**src/rtl/cpu_trace_pkg.sv**
```systemverilog
// Shared definitions for the CPU trace capture block.
//   - state_e   : capture FSM encoding (IDLE=0, ARMED=1, RUN=2, DONE=3)
//   - W_*       : word index of each field inside a 4-word record
//   - FLAG_*    : bit positions of the branch/zero flags in the flags word
//   - rec_t     : one 128-bit commit record as stored in the FIFO
//   - pack_flags: builds the flags word {branch, zero, 25'b0, dest}
package cpu_trace_pkg;

  typedef enum logic [1:0] {
    ST_IDLE  = 2'd0,
    ST_ARMED = 2'd1,
    ST_RUN   = 2'd2,
    ST_DONE  = 2'd3
  } state_e;

  localparam logic [1:0] W_PC    = 2'd0;
  localparam logic [1:0] W_INSTR = 2'd1;
  localparam logic [1:0] W_ALU   = 2'd2;
  localparam logic [1:0] W_FLAGS = 2'd3;

  localparam int FLAG_BRANCH = 31;
  localparam int FLAG_ZERO   = 30;

  typedef struct packed {
    logic [31:0] flags;
    logic [31:0] alu;
    logic [31:0] instr;
    logic [31:0] pc;
  } rec_t;

  function automatic logic [31:0] pack_flags(input logic       branch,
                                             input logic       zero,
                                             input logic [4:0] dest);
    logic [31:0] w;
    w              = '0;
    w[FLAG_BRANCH] = branch;
    w[FLAG_ZERO]   = zero;
    w[4:0]         = dest;
    return w;
  endfunction

endpackage

```
**src/rtl/trace_rec_fifo.sv**
```systemverilog
// Synchronous FIFO of 128-bit trace records.
//   globalclock/globalreset : clock, async active-high reset
//   push, push_rec          : write request and record
//   pop                     : remove head record (ignored when empty)
//   head_rec                : record at the head (valid when !empty)
//   full, empty, count      : occupancy, count runs 0..DEPTH inclusive
// A push while full is accepted only if a pop frees the slot the same cycle.
module trace_rec_fifo
  import cpu_trace_pkg::*;
#(
  parameter int DEPTH = 8,
  localparam int AW   = $clog2(DEPTH)
) (
  input  logic   globalclock,
  input  logic   globalreset,
  input  logic   push,
  input  rec_t   push_rec,
  input  logic   pop,
  output rec_t   head_rec,
  output logic   full,
  output logic   empty,
  output logic [AW:0] count
);

  localparam logic [AW:0] FULL_CNT = (AW + 1)'(DEPTH);

  rec_t          mem_q [DEPTH];
  logic [AW-1:0] wr_ptr_q, rd_ptr_q;
  logic [AW:0]   count_q;
  logic          do_push, do_pop;

  assign full     = (count_q == FULL_CNT);
  assign empty    = (count_q == '0);
  assign count    = count_q;
  assign head_rec = mem_q[rd_ptr_q];

  assign do_pop  = pop && !empty;
  assign do_push = push && (!full || do_pop);

  // NOTE: sequential state is updated with non-blocking assignments only, so
  // every register samples the pre-edge values of the others.
  always_ff @(posedge globalclock or posedge globalreset) begin
    if (globalreset) begin
      wr_ptr_q <= '0;
      rd_ptr_q <= '0;
      count_q  <= '0;
    end else begin
      if (do_push) wr_ptr_q <= wr_ptr_q + 1'b1;
      if (do_pop)  rd_ptr_q <= rd_ptr_q + 1'b1;
      case ({do_push, do_pop})
        2'b10:   count_q <= count_q + 1'b1;
        2'b01:   count_q <= count_q - 1'b1;
        default: count_q <= count_q;
      endcase
    end
  end

  // NOTE: the storage array has no reset; occupancy is tracked by the reset
  // pointers/count, so stale entries are never observed.
  always_ff @(posedge globalclock) begin
    if (do_push) mem_q[wr_ptr_q] <= push_rec;
  end

endmodule

```
**src/rtl/cpu_trace_capture.sv**
```systemverilog
// Captures per-cycle commit records from myCirc_cpu and streams them out.
//   globalclock/globalreset : clock, async active-high reset
//   arm, trig_pc, abort      : capture control (arm latches trig_pc)
//   pc_in .. zero_in         : CPU debug outputs sampled on each capture
//   trace_valid/ready/word/last : 32-bit word stream, 4 words per record
//   state, fifo_count, dropped  : FSM state, records held, saturating drops
module cpu_trace_capture
  import cpu_trace_pkg::*;
#(
  parameter int DEPTH       = 8,
  parameter int MAX_RECORDS = 16,
  parameter int CNT_W       = 16
) (
  input  logic                     globalclock,
  input  logic                     globalreset,
  input  logic                     arm,
  input  logic [31:0]              trig_pc,
  input  logic                     abort,
  input  logic [31:0]              pc_in,
  input  logic [31:0]              instr_in,
  input  logic [31:0]              alu_in,
  input  logic [4:0]               dest_in,
  input  logic                     branch_in,
  input  logic                     zero_in,
  output logic                     trace_valid,
  input  logic                     trace_ready,
  output logic [31:0]              trace_word,
  output logic                     trace_last,
  output logic [1:0]               state,
  output logic [$clog2(DEPTH):0]   fifo_count,
  output logic [CNT_W-1:0]         dropped
);

  localparam int AW = $clog2(DEPTH);
  localparam logic [CNT_W-1:0] MAX_C = CNT_W'(MAX_RECORDS);

  state_e           state_q, state_d;
  logic [31:0]      trig_q, trig_d;
  logic [CNT_W-1:0] cnt_q, cnt_d, cnt_inc;
  logic [CNT_W-1:0] dropped_q, dropped_d;
  logic [1:0]       idx_q, idx_d;
  logic             capture, drop, word_xfer, pop;
  logic             fifo_full, fifo_empty;
  logic [AW:0]      fifo_cnt;
  rec_t             cap_rec, head_rec;

  assign cnt_inc = cnt_q + 1'b1;

  // NOTE: every signal written here gets a default first, so no path leaves
  // it unassigned and no latch is inferred.
  always_comb begin
    state_d = state_q;
    trig_d  = trig_q;
    cnt_d   = cnt_q;
    capture = 1'b0;
    if (abort) begin
      state_d = ST_IDLE;
      cnt_d   = '0;
    end else begin
      case (state_q)
        ST_IDLE, ST_DONE: begin
          if (arm) begin
            state_d = ST_ARMED;
            trig_d  = trig_pc;
            cnt_d   = '0;
          end
        end
        ST_ARMED: capture = (pc_in == trig_q);
        ST_RUN:   capture = 1'b1;
        default:  state_d = ST_IDLE;
      endcase
      // A dropped record still counts, so the limit depends only on captures.
      if (capture) begin
        cnt_d   = cnt_inc;
        state_d = (cnt_inc == MAX_C) ? ST_DONE : ST_RUN;
      end
    end
  end

  always_ff @(posedge globalclock or posedge globalreset) begin
    if (globalreset) begin
      state_q   <= ST_IDLE;
      trig_q    <= '0;
      cnt_q     <= '0;
      dropped_q <= '0;
      idx_q     <= W_PC;
    end else begin
      state_q   <= state_d;
      trig_q    <= trig_d;
      cnt_q     <= cnt_d;
      dropped_q <= dropped_d;
      idx_q     <= idx_d;
    end
  end

  assign cap_rec = '{flags: pack_flags(branch_in, zero_in, dest_in),
                     alu:   alu_in,
                     instr: instr_in,
                     pc:    pc_in};

  // Popping the final word frees a slot in the same cycle, so a capture that
  // coincides with it is not a drop.
  assign word_xfer = trace_valid && trace_ready;
  assign pop       = word_xfer && (idx_q == W_FLAGS);
  assign drop      = capture && fifo_full && !pop;
  assign idx_d     = word_xfer ? idx_q + 1'b1 : idx_q;
  assign dropped_d = (drop && (dropped_q != '1)) ? dropped_q + 1'b1 : dropped_q;

  trace_rec_fifo #(.DEPTH(DEPTH)) u_fifo (
    .globalclock (globalclock),
    .globalreset (globalreset),
    .push        (capture),
    .push_rec    (cap_rec),
    .pop         (pop),
    .head_rec    (head_rec),
    .full        (fifo_full),
    .empty       (fifo_empty),
    .count       (fifo_cnt)
  );

  // Word mux is forced to zero when empty so unwritten storage never shows.
  always_comb begin
    trace_word = '0;
    if (!fifo_empty) begin
      case (idx_q)
        W_PC:    trace_word = head_rec.pc;
        W_INSTR: trace_word = head_rec.instr;
        W_ALU:   trace_word = head_rec.alu;
        default: trace_word = head_rec.flags;
      endcase
    end
  end

  assign trace_valid = !fifo_empty;
  assign trace_last  = (idx_q == W_FLAGS);
  assign state       = state_q;
  assign fifo_count  = fifo_cnt;
  assign dropped     = dropped_q;

endmodule

```
**config.mk**
```make
export PLATFORM = sky130hd
export DESIGN_NAME = cpu_trace_capture
export DESIGN_NICKNAME = d
export VERILOG_FILES = /design/src/rtl/cpu_trace_pkg.sv /design/src/rtl/trace_rec_fifo.sv /design/src/rtl/cpu_trace_capture.sv
export SDC_FILE = /design/constraint.sdc
export NUM_CORES = 1
export LEC_CHECK = 0
export CAP_MARGIN = 20
export CELL_PAD_IN_SITES_DETAIL_PLACEMENT = 1
export CELL_PAD_IN_SITES_GLOBAL_PLACEMENT = 1
export CORE_UTILIZATION = 57
export DETAILED_ROUTE_END_ITERATION = 8
export GPL_TIMING_DRIVEN = 1
export PLACE_DENSITY_LB_ADDON = 0.1
export SLEW_MARGIN = 10
export SYNTH_ARGS = -nofsm -noshare
export SYNTH_HDL_FRONTEND = slang
export SYNTH_SLANG_ARGS = --single-unit
```
**constraint.sdc**
```tcl
create_clock -name globalclock -period 18.85 [get_ports globalclock]
set_clock_uncertainty 0.1 [all_clocks]
set_input_delay 1.885 -clock globalclock [delete_from_list [all_inputs] [get_ports globalclock]]
set_output_delay 1.885 -clock globalclock [all_outputs]
set_load 0.005 [all_outputs]
```
==> run metrics, run 1 <==
run status=finished clean; total CTS buffers=91; H-tree level count=3; Max FO, Critical Path=45; Cell Area, Synth=35800 µm²; worst-skew pair later-pin latency=0.64 ns; Max Cap Viol=0; CP Capture Type=output pin; Filler cells=5009; die height=253 µm; remaining global-route overflow=0; largest net degree at the start of global routing=104; final cell count without fillers=2876; CTS clk-pin slew, worst paths=0.06 ns; Post-synth EDFFs=824; Cell Chain, Critical Path=buf_4 > buf_16 > buf_4 > mux4_2 > mux2_2 > a222oi_1 > nor2_1 > clkdlybuf4s50_1; PwrDens=133 nW/µm²; vias in the first global route=19700; Residual DRC=0; Post-Route WL=88.2 mm; post-route ant nets=0; dpl hpwl=50.3 mm; crit share post-route=38.4%; CTS sink cnt=902; vias per std cell=6.34; Die Area=63900 µm²; total core area=61900 µm²; XOR/XNOR share of the synthesized area=1.37%; Cell Rows=91; crit path DAT=5.26 ns; Cells after Synth=1722; Clock Path Buffers=3; Hold Vio Cnt, Final=0; layout cells sized above 1=26.2%; post-placement cell count=2697; # hold bufs at CTS=0; Compound-Gate Fraction of Synth Area=1.89%; dpl cell area=38700 µm²; port buffer count=195; initial core utilization=57.9%; Max Slew Vio Count=0; Yosys warnings=0; Hold WS=0.423 ns; post-synthesis adder-cell area fraction=0.475%; syn_area_per_cell=20.8 µm²; global placement routability congestion=0.769; cell area after layout=41700 µm²; Simple-Gate Fraction of Synth Area=3.02%; Crit-path slowest cell=dfrtp_4; post-layout min period=7.24 ns; Synth cell types=52; TritonRoute pass-1 iters=7; unrepaired setup endpoints after global routing=no; Top FF cell, synth=edfxtp_1; Worst Tran Pin Value=1.11 ns; Crit Path Class=reg2out; first-pass GRT wire length=129 mm; DR iter-0 viols=1658; wire length per cell=30.7 µm; Req. time, crit path=16.86 ns; CTS tree=yes; post-synth net total=1875; async set or reset register ratio after synthesis=8.65%; Vias=18200; root buf cell=clkbuf_16; Setup Buffers After CTS=0; area delta synth->final=16.4%; Synth Register Bits=902; # IOs=196; Hold Crit Class=reg2reg; largest family of logic cells by synthesized area=multiplexers; post-synthesis sequential area ratio=74.5%; cell repeated most along the worst path=buf_4; portion of netlist area occupied by mux cells=17.4%; IR drop worst, VDD=0.0000822 V; final number of setup-violating endpoints=0; Chip Width=253 µm; Final #Nets=2107; initial antenna violation count=14; Worst slew margin=26.1%; Lkg Pwr=13.4 nW; CP startpoint kind=flip-flop; Setup TNS Final=0 ns; slowest stage delay, CP=1.06 ns; fmax=0.138 GHz; GRT Total Usage=28.3%; post-cts sizing count=0
[path summary, 6_finish.rpt]
kind                               startpoint                   to  slack, ns  depth (start not counted)
min in group asynchronous         globalreset            trig_q[4]       1.56                          2
hold reg to reg                    dropped[6]           dropped[6]       0.42                          1
setup / recovery           u_fifo.rd_ptr_q[0]       trace_word[19]      11.61                          8
setup reg to reg                   trig_q[20]  u_fifo.mem_q[5][50]      13.42                          9
hold / removal                     dropped[6]           dropped[6]       0.42                          1
max in group asynchronous         globalreset   u_fifo.rd_ptr_q[2]      15.91                          3
[routing by layer]
layer | up-vias | part of all wire (%) | global-route usage, %
met3 | 141 | 7.2 | 5.84
met5 | - | 0.075 | 0
met4 | 10 | 2.9 | 10.0
met1 | 9747 | 40 | 38.2
met2 | 705 | 50 | 46.3
li1 | 7617 | - | -
[stage by stage]
step | util, % | setup slack (ns) | power [mW]
after detailed placement | 62.5 | 11.37 | 3.80
after CTS | 67.3 | 11.14 | 5.57
after global placement | 62.5 | 11.45 | 3.78
final | 67.3 | 11.61 | 5.54
after global routing | 67.3 | 11.17 | 5.72
after floorplan | - | 7.82 | 3.27
[cell type report]
type / count / area (µm²) / area share (%)
Sequential cell: 902 / 26700 / 64.0
Multi-Input combinational cell: 714 / 8720 / 20.9
Clock buffer: 110 / 2400 / 5.76
Timing Repair Buffer: 227 / 2220 / 5.33
Tap cell: 837 / 1050 / 2.51
Clock inverter: 58 / 517 / 1.24
Inverter: 18 / 68.8 / 0.165
Antenna cell: 10 / 25.0 / 0.0600
[report_power, final]
| group | leakage [nW] | switching [mW] | internal, mW | total (mW) |
|---|---|---|---|---|
| logic | 3.61 | 0.680 | 0.768 | 1.45 |
| registers | 8.40 | 0.107 | 2.21 | 2.31 |
| clock network | 1.43 | 0.755 | 1.02 | 1.77 |
[cells in the mapped netlist (18+ instances only)]
master,number,area (µm²)
xnor2_1,31,272
nand3_1,24,120
a222oi_1,32,320
o21ai_0,22,110
nand2_1,26,97.6
clkbuf_1,43,161
inv_1,18,67.6
xor2_1,25,219
nand4_1,23,144
edfxtp_1,824,24700
dfrtp_1,78,1950
mux2_2,137,1540
buf_2,20,100
mux4_2,206,4640
nor2_1,63,236
[kinds of logic (layout without fill, tap and decap cells)]
kind of cell    after synthesis  in the layout
flops                       902            902
mux                         347            347
simple gates                208            208
buf+inv                     106            413
compound gates               90             90
xor+xnor                     56             56
fa+ha+maj                    13             13
other cells                   0             10
[cells in the final DEF (no fill, tap or decap), types with 10 or more instances in the layout]
cell	n
edfxtp_1	824
o21ai_0	22
a21oi_1	11
xnor2_1	31
clkdlybuf4s50_1	195
mux2_2	137
inv_1	17
diode_2	10
clkbuf_1	16
nand2b_1	10
buf_4	30
clkinv_1	20
nand4_1	23
nand3_1	24
clkinv_2	20
mux4_2	206
clkbuf_16	93
nor4_1	12
a222oi_1	32
xor2_1	25
nor2_1	57
dfrtp_1	75
nand2_1	26
[registers in the layout (all words and copies together), names as in the netlist, 3 cells and up]
register / flops
u_fifo.rd_ptr_q: 3
cnt_q: 16
dropped: 16
trig_q: 32
u_fifo.wr_ptr_q: 3
u_fifo.count: 4
u_fifo.mem_q: 824
[critical path, delay by kind of cell, from the launching register on]
kind	cells	cell delay, ns
compound gates	1	0.38
buf+inv	4	2.06
flops	1	1.06
mux	2	0.91
simple gates	1	0.10
(Power assumes the default switching activity.)
==> run 2: changes to the inputs <==
CORE_UTILIZATION = 47   (was 57)
clock period = 6.1 ns   (was 18.85 ns; I/O delays follow)
==> run 2 against run 1 <==
Effect of this change:
- non-clock buffer count rose by 1
- count of clock-buffer cells in the layout increased by 17
- power grew to 3.1 times the previous value
- die area rose by 21%
- sequential power rose to 3.1 times the previous value
- combinational power grew to 3.2 times the previous value
- final cell count grew 4.4%
- sequential share of layout area decreased by 0.54 points
- cell area increased by 0.85%
- critical path depth stayed put
- highest routed layer unchanged
==> run metrics, run 2 (synthesized netlist as in run 1, its figures left out) <==
run status=finished clean; root buf cell=clkbuf_16; fmax=0.204 GHz; slowest stage delay, CP=0.75 ns (-0.31 ns); crit share post-route=80.2%; PwrDens=407 nW/µm² (+210%); Crit path buffers/inverters=2 (-2); CTS sink cnt=902 (unchanged); Cell Chain, Critical Path=buf_12 > mux4_2 > mux2_2 > a222oi_1 > nor2_1 > a21oi_1 > nor2_1 > clkdlybuf4s50_1; Req. time, crit path=5.39 ns (-11.47 ns); Max Cap Viol=0 (unchanged); die height=278 µm (+10%); P_int=12.4 mW (+210%); post-route ant nets=0 (unchanged); Worst slew margin=30.2% (+4.1 points); Hold Vio Cnt, Final=0 (unchanged); cell area after layout=42100 µm² (+0.85%); worst-skew pair later-pin latency=0.64 ns (about the same); post-layout util=56.1% (-11 points); most frequent cells in the layout=edfxtp_1, mux4_2, clkdlybuf4s50_1, mux2_2, clkbuf_16; initial core utilization=47.8% (-10 points); area delta synth->final=17.4%; global placement routability congestion=0.761 (-1.1%); busiest grt layer=met2; Flop pwr share=41.2% (-0.6 points); first-pass GRT wire length=126 mm (-2.3%); remaining global-route overflow=0 (unchanged); dpl cell area=39100 µm² (+0.95%); Comb pwr share=26.8% (+0.6 points); Chip Width=278 µm (+10%); met3 Resource Use GR=4.09% (-1.8 points); port buffer count=195 (unchanged); Biggest register=u_fifo.mem_q; largest net degree at the start of global routing=83 (-20%); CP top delay family=buffers and inverters; Crit-path slowest cell=dfrtp_4; Crit Path Class=reg2out; H-tree level count=3 (unchanged); initial antenna violation count=9 (-5); CP startpoint kind=flip-flop; crit path DAT=4.18 ns (-1.08 ns); unrepaired setup endpoints after global routing=no; Setup Buffers After CTS=0 (unchanged); Net Switching=4.72 mW (+210%); Max Slew Vio Count=0 (unchanged); Vias=17700 (-2.8%); IR drop worst, VDD=0.000340 V (+310%); cell repeated most along the worst path=nor2_1; M2 GR Usage=35.9% (-10 points); wire length per cell=28.3 µm (-7.7%); Post-Route WL=85.0 mm (-3.6%); Final #Nets=2112 (+0.24%); post-layout min period=4.89 ns; DR iter-0 viols=1387 (-16%); largest registers=u_fifo.mem_q x824, trig_q x32; GRT Total Usage=22.3% (-6.0 points); total CTS buffers=95 (+4.4%); Clk pwr share=32.0% (about the same); CTS tree=yes; Tot Pwr=17.1 mW (+210%); Hold Crit Class=in2async; Clock Path Buffers=3 (unchanged); CTS clk-pin slew, worst paths=0.06 ns (about the same); layout cells sized above 1=26.0% (-0.20 points); GR Layer Usage met1=31.6% (-6.6 points); Max FO, Critical Path=41 (-8.9%); Cell Rows=100 (+9.9%); Worst Tran Pin Value=1.04 ns (-0.0701 ns); vias per std cell=5.89 (-7.0%); # hold bufs at CTS=0 (unchanged); TritonRoute pass-1 iters=8 (+1); CP Capture Type=output pin; total core area=74900 µm² (+21%); Die Area=77400 µm² (+21%); dpl hpwl=49.2 mm (-2.4%); max FFs per register=824 (unchanged); Residual DRC=0 (unchanged); vias in the first global route=19100 (-2.7%); # IOs=196 (unchanged); final number of setup-violating endpoints=0 (unchanged); switching share of total power=27.6% (-0.30 points); post-cts sizing count=0 (unchanged); Lkg Pwr=13.5 nW (+0.39%); leading cell type in the layout, fill and taps excluded=edfxtp_1
==> run 2: cell count changes in the layout (fill, tap and decap cells not counted), moves of 5 or more <==
cell,previous run,this run
buf_4,30,18
clkbuf_1,16,21
buf_12,1,15
clkbuf_8,1,9
clkinv_2,20,13
diode_2,10,1
==> run 2: layout make-up <==
type	instances	area (µm²)
Multi-Input combinational cell	714	8730
Sequential cell	902	26700
Inverter	18	68.8
Tap cell	969	1210
Clock inverter	44	324
Antenna cell	1	2.50
Clock buffer	127	2630
Timing Repair Buffer	228	2390
Fill cell	6384	32900
==> run 2: through the flow <==
stage          worst slack, ns  instances  setup TNS [ns]  hold WS [ns]
2_1_floorplan           -0.888       1722         -648.53         0.382
3_3_place_gp              1.42       2831               0         0.392
3_5_place_dp              1.33       2831               0         0.409
4_1_cts                   1.11       3002               0         0.281
5_1_grt                  0.998       3003               0         0.330
6_report                  1.21       3003               0         0.263
==> run 2: worst paths after layout <==
| path | depth (start not counted) | start | slack [ns] | end |
|---|---|---|---|---|
| max | 8 | u_fifo.rd_ptr_q[0] | 1.21 | trace_word[2] |
| min | 2 | globalreset | 0.26 | trig_q[29] |
| max reg2reg | 8 | trig_q[7] | 2.22 | u_fifo.mem_q[7][84] |
| min reg2reg | 1 | dropped[8] | 0.42 | dropped[8] |
| max in group asynchronous | 3 | globalreset | 4.41 | u_fifo.rd_ptr_q[1] |
| min in group globalclock | 1 | dropped[8] | 0.42 | dropped[8] |
==> run 2: layer usage <==
layer  routed length [µm]  up-vias  share of wire, %
met1                37200     9461                44
met4                 1480       12               1.7
met5                   80        -             0.094
li1                     -     7631                 -
met2                41400      504                49
met3                 4790       93               5.6
==> run 2: power groups by stage <==
stage / logic, mW / registers [mW] / clock network [mW]
global placement: 4.61 / 7.20 / 0
detailed placement: 4.65 / 7.20 / 0
floorplan: 3.09 / 7.00 / 0
global route: 4.89 / 7.09 / 5.82
CTS: 4.68 / 7.07 / 5.61
finish: 4.59 / 7.07 / 5.48
